===== config.mk =====
export PLATFORM = sky130hd
export DESIGN_NAME = instr_buffer
export DESIGN_NICKNAME = d
export VERILOG_FILES = /design/src/rtl/instr_buffer.sv
export SDC_FILE = /design/constraint.sdc
export NUM_CORES = 1
export LEC_CHECK = 0
export BUFFER_PORTS_ARGS = -buffer_cell sky130_fd_sc_hd__buf_2
export CAP_MARGIN = 15
export CELL_PAD_IN_SITES_DETAIL_PLACEMENT = 2
export CELL_PAD_IN_SITES_GLOBAL_PLACEMENT = 2
export CORE_AREA = 2 2 147 149
export CTS_BUF_LIST = sky130_fd_sc_hd__clkbuf_8 sky130_fd_sc_hd__clkbuf_16
export CTS_CLUSTER_SIZE = 16
export DETAILED_ROUTE_END_ITERATION = 16
export DIE_AREA = 0 0 149 151
export HOLD_SLACK_MARGIN = 0.08
export PLACE_DENSITY = 0.78
export REMOVE_ABC_BUFFERS = 1
export SYNTH_ARGS = -nofsm -noshare
export SYNTH_HDL_FRONTEND = slang
export SYNTH_SLANG_ARGS = --single-unit

===== constraint.sdc =====
create_clock -name clk -period 4.7 [get_ports clk]
set_clock_uncertainty 0.2 [all_clocks]
set_input_delay 0.235 -clock clk [delete_from_list [all_inputs] [get_ports clk]]
set_output_delay 0.235 -clock clk [all_outputs]
set_load 0.01 [all_outputs]

===== src/rtl/instr_buffer.sv =====
// Instruction buffer between fetch and issue: a circular queue that accepts up to two
// instructions per cycle and presents the two oldest for single- or dual-issue.
module instr_buffer #(
  parameter int DEPTH = 8,
  parameter int IW    = 16
) (
  input  logic          clk,
  input  logic          reset,
  input  logic          flush,
  input  logic [IW-1:0] in_instr1,
  input  logic [IW-1:0] in_instr2,
  input  logic [1:0]    in_count,
  output logic          stall,
  input  logic          issue_ready,
  output logic [IW-1:0] out_instr1,
  output logic [IW-1:0] out_instr2,
  output logic          out_valid1,
  output logic          out_valid2,
  output logic          issingleinstr
);
  localparam int PW = $clog2(DEPTH);
  localparam int CW = PW + 1;

  logic [IW-1:0] mem_q [DEPTH];
  logic [PW-1:0] head_q, head_d;
  logic [PW-1:0] tail_q, tail_d;
  logic [CW-1:0] count_q, count_d;
  logic [CW-1:0] push_n, pop_n;
  logic [PW-1:0] head_p1, tail_p1;
  logic          hazard;
  logic          wr1, wr2;

  assign head_p1 = head_q + 1'b1;
  assign tail_p1 = tail_q + 1'b1;

  // Stall from registered occupancy only, so fetch sees a glitch-free signal.
  assign stall = (count_q >= CW'(DEPTH - 1));

  assign out_instr1 = mem_q[head_q];
  assign out_instr2 = mem_q[head_p1];

  // Younger entry reads the older one's destination, or the older one is branch class.
  assign hazard = (out_instr2[8:6] == out_instr1[11:9]) ||
                  (out_instr2[5:3] == out_instr1[11:9]) ||
                  (out_instr1[15:14] == 2'b11);

  assign out_valid1    = (count_q >= CW'(1));
  assign out_valid2    = (count_q >= CW'(2)) && !hazard;
  assign issingleinstr = out_valid1 && !out_valid2;

  always_comb begin
    push_n = '0;
    if (!stall && !flush) begin
      case (in_count)
        2'd0:    push_n = CW'(0);
        2'd1:    push_n = CW'(1);
        default: push_n = CW'(2);
      endcase
    end
    pop_n = '0;
    if (issue_ready) pop_n = CW'(out_valid1) + CW'(out_valid2);
    wr1 = (push_n != '0);
    wr2 = (push_n == CW'(2));
  end

  always_comb begin
    head_d  = head_q;
    tail_d  = tail_q;
    count_d = count_q;
    if (flush) begin
      head_d  = '0;
      tail_d  = '0;
      count_d = '0;
    end else begin
      head_d  = head_q + PW'(pop_n);
      tail_d  = tail_q + PW'(push_n);
      count_d = count_q + push_n - pop_n;
    end
  end

  always_ff @(posedge clk or posedge reset) begin
    if (reset) begin
      head_q  <= '0;
      tail_q  <= '0;
      count_q <= '0;
    end else begin
      head_q  <= head_d;
      tail_q  <= tail_d;
      count_q <= count_d;
    end
  end

  // Storage is data only and is never reset; writes land in slots outside the live window.
  always_ff @(posedge clk) begin
    if (wr1) mem_q[tail_q]  <= in_instr1;
    if (wr2) mem_q[tail_p1] <= in_instr2;
  end
endmodule


==> summary.md <==
| Metric | Value |
|---|---|
| Ys flop type | `sky130_fd_sc_hd__edfxtp_1` |
| Net switching fraction of the power | `35.02%` |
| Maximum cell stage delay along the critical path | `0.63 ns` |
| Headroom to the max-slew limit | `40.47%` |
| Peak fanout along the critical path | `10` |
| Category of the worst setup path launch point | `flip-flop` |
| Width of the chip | `149 um` |
| Count of input and output buffers | `73` |
| Die Area | `0.02250 mm^2` |
| Outcome | `finished, final reports clean` |
| Synth Register Bits | `138` |
| Worst IR drop on VDD | `0.2894 mV` |
| Endpoints failing setup | `0` |
| Clock Sinks | `138` |
| Hold Crit Class | `input pin to flip-flop` |
| Reported net switching power | `1794 uW` |
| Number of DRC markers after the initial detailed-route iteration | `440` |
| Synth async-reset ratio | `7.246%` |
| Die Height | `151 um` |
| Final Net Count | `720` |
| Min setup slack post-route | `0.06524 ns` |
| Final period demand of the worst path | `4.635 ns` |
| Fraction of power consumed by the clock network | `29.5%` |
| Proportion of synthesized chip area in sequential cells | `49.41%` |
| Via/cell ratio | `5.917` |
| Placed wire-length estimate | `16,610 um` |
| Startpoint of the lowest-slack register-to-register path | `head_q[0]` |
| Average cell area after synthesis | `15.75 um^2` |
| Slew Limit Fails | `0` |
| Area growth, synth to finish | `24.52%` |
| Cell with the largest stage delay on the worst path | `sky130_fd_sc_hd__mux4_1` |
| Power density relative to cell area | `496.5 mW/mm^2` |
| Routed length per placed instance | `29.49 um` |
| Via total after detailed routing | `5,645` |
| Wire length of the first global-routing pass | `41,150 um` |
| Highest attainable clock frequency | `0.2158 GHz` |
| Reported max-cap violation count | `0` |
| Top-level port count | `74` |
| Reg power frac | `29.7%` |
| Clock root cell | `sky130_fd_sc_hd__clkbuf_16` |
| GRT Resource Usage Total | `25.75%` |
| Post-synthesis cell type count | `42` |
| Worst-case register-to-register setup slack | `0.07 ns` |
| Cell-by-cell trace of the critical path | `ha_2 -> xor2_2 -> buf_12 -> mux4_1 -> xor2_1 -> a211oi_2 -> nor3_2 -> ha_1 -> nand2_1 -> inv_1 -> fa_1 -> inv_1 -> ha_1 -> a21o_1 -> a21oi_1 -> xnor2_1 -> nor2_1` |
| Synthesis warning total | `0` |
| Commonest non-fill, non-tap cells in the layout | `sky130_fd_sc_hd__mux2_1 (128), sky130_fd_sc_hd__edfxtp_1 (128), sky130_fd_sc_hd__buf_2 (73)` |
| Routed Antenna Nets | `0` |
| Capturing point of the worst reg2reg path | `count_q[3]` |
| Antenna diode count | `0` |
| Combinational share of power | `40.8%` |
| Final standard cell utilization of the core | `49.55%` |
| Routability-driven placement congestion ratio | `0.7908` |
| Final Hold Vio Count | `0` |
| Number of DRC violations after detailed routing | `0` |
| Hold Path End | `head_q[1]` |
| Cell Area, Placed | `0.009140 mm^2` |
| Pin count of the biggest net entering global routing | `62` |
| Maximum buffer depth of the clock tree | `2` |
| Setup CP Type | `flip-flop to flip-flop` |
| H-tree depth | `4` |
| Worst slack at placement | `0.1656 ns` |
| Slew @ Worst Pin | `0.8886 ns` |
| Data arrival time of the critical path | `4.74 ns` |
| Remaining global-route overflow | `0` |
| Cell count after synthesis | `526` |
| Initial core utilization | `39.79%` |
| First-pass detailed-route iteration total | `4` |
| Static leakage | `0.003705 uW` |
| Count of standard-cell rows | `53` |
| Final routed wirelength across all metal layers | `28,140 um` |
| Filler cell count in the final layout | `1,961` |
| CP required | `4.80 ns` |
| Cell Area, Synth | `0.008285 mm^2` |
| Worst-case reg-to-reg path depth | `17` |
| Final instance area | `0.01032 mm^2` |
| Count of flip-flops with a built-in enable after synthesis | `128` |
| Endpoint class of the critical path | `flip-flop` |
| Fraction of layout cells with a size suffix above 1 | `32.84%` |
| Hold Path Stages | `4` |
| Clock-pin transition on the worst setup and hold timing paths | `0.06 ns` |
| Clock insertion delay at the later pin of the skew report | `0.43 ns` |
| Via count of the first global-routing pass | `6,410` |
| Internal portion of total power | `3329 uW` |
| Number of antenna violations at the first check in global routing | `0` |
| CTS buffer count | `17` |
| Clock tree from TritonCTS | `built` |
| Final critical-path share of the clock period | `98.61%` |
| Worst Min Path Start | `issue_ready` |
| Placeable core area | `0.02082 mm^2` |
critical path: cells and delay by family, from the launching register on:
family          cells  cell delay (ns)
compound gates      3             0.69
xor+xnor            3             0.61
fa+ha+maj           4             1.25
buf+inv             3             0.33
flops               1             0.44
mux                 1             0.63
simple gates        3             0.31
worst max path at each step:
| stage | from | endpoint | slack (ns) |
|---|---|---|---|
| floorplan | head_q[0] | count_q[3] | -1.71 |
| global placement | head_q[0] | count_q[3] | 0.32 |
| detailed placement | head_q[0] | count_q[3] | 0.17 |
| CTS | head_q[0] | count_q[3] | 0.09 |
| global route | head_q[1] | count_q[3] | -0.12 |
| finish | head_q[0] | count_q[3] | 0.07 |
registers in the layout, summed over array words and instances (netlist names):
signal / cells
mem_q: 128
count_q: 4
head_q: 3
tail_q: 3
cells by family (layout without fill, tap and decap cells):
kind of cell    Yosys count  count (layout)  share of synthesized area, %
fa+ha+maj                16              16                         2.779
mux                     222             222                         38.37
xor+xnor                 12              12                         1.359
compound gates           15              15                         1.223
flops                   138             138                         49.41
simple gates             75              75                         4.077
buf+inv                  48             201                         2.779
power by group through the flow:
stage | sequential, uW | combinational, uW | clock [uW]
2_1_floorplan | 1590 | 1160 | 0
3_3_place_gp | 1530 | 1850 | 0
3_5_place_dp | 1540 | 1930 | 0
4_1_cts | 1520 | 2010 | 1510
5_1_grt | 1530 | 2250 | 1560
6_report | 1520 | 2090 | 1510
through the flow:
stage / cells / power [uW] / hold WS [ns] / TNS [ns]
final: 954 / 5122 / 0.1130 / 0
after global routing: 954 / 5340 / 0.1307 / -0.1212
after CTS: 954 / 5032 / 0.09851 / 0
after detailed placement: 872 / 3467 / 0.06656 / 0
after global placement: 872 / 3376 / 0.05003 / 0
after floorplan: 498 / 2752 / -0.1248 / -9.709
Yosys cell counts (all sizes together), types with 3 or more instances:
cell type / n / area (um^2)
inv: 20 / 75.07
nor3: 3 / 25.02
mux4: 60 / 1370
edfxtp: 128 / 3844
nor2: 12 / 45.04
nor2b: 6 / 37.54
nand2b: 3 / 18.77
fa: 4 / 80.08
xnor2: 5 / 43.79
buf: 23 / 136.4
ha: 12 / 150.1
mux2: 144 / 1622
clkbuf: 5 / 18.77
mux2i: 18 / 187.7
nand2: 43 / 161.4
xor2: 7 / 68.82
o21ai: 3 / 15.01
dfrtp: 10 / 250.2
layout make-up:
class | count | area, um^2 | area share, %
clock inverters | 15 | 222.7 | 2.159
inverters | 20 | 75.07 | 0.7276
multi-input cells | 340 | 4044 | 39.19
repair buffers | 149 | 1110 | 10.76
flip-flops and latches | 138 | 4096 | 39.70
well taps | 275 | 344.1 | 3.335
clock buffers | 17 | 425.4 | 4.123
layer usage:
metal  GRT usage (%)  wire (um)
met1           31.87      11210
met2           45.32      14600
met3           3.584       1372
met4           11.00        953
met5               0          0
what timing repair did:
item / in CTS / in global routing
resized for setup: 0 / 6
endpoints found under the setup margin: 0 / 1
hold buffers: 50 / 0
endpoints found under the hold margin: 148 / 0
buffers inserted: 0 / 0
(Power assumes the default switching activity.)
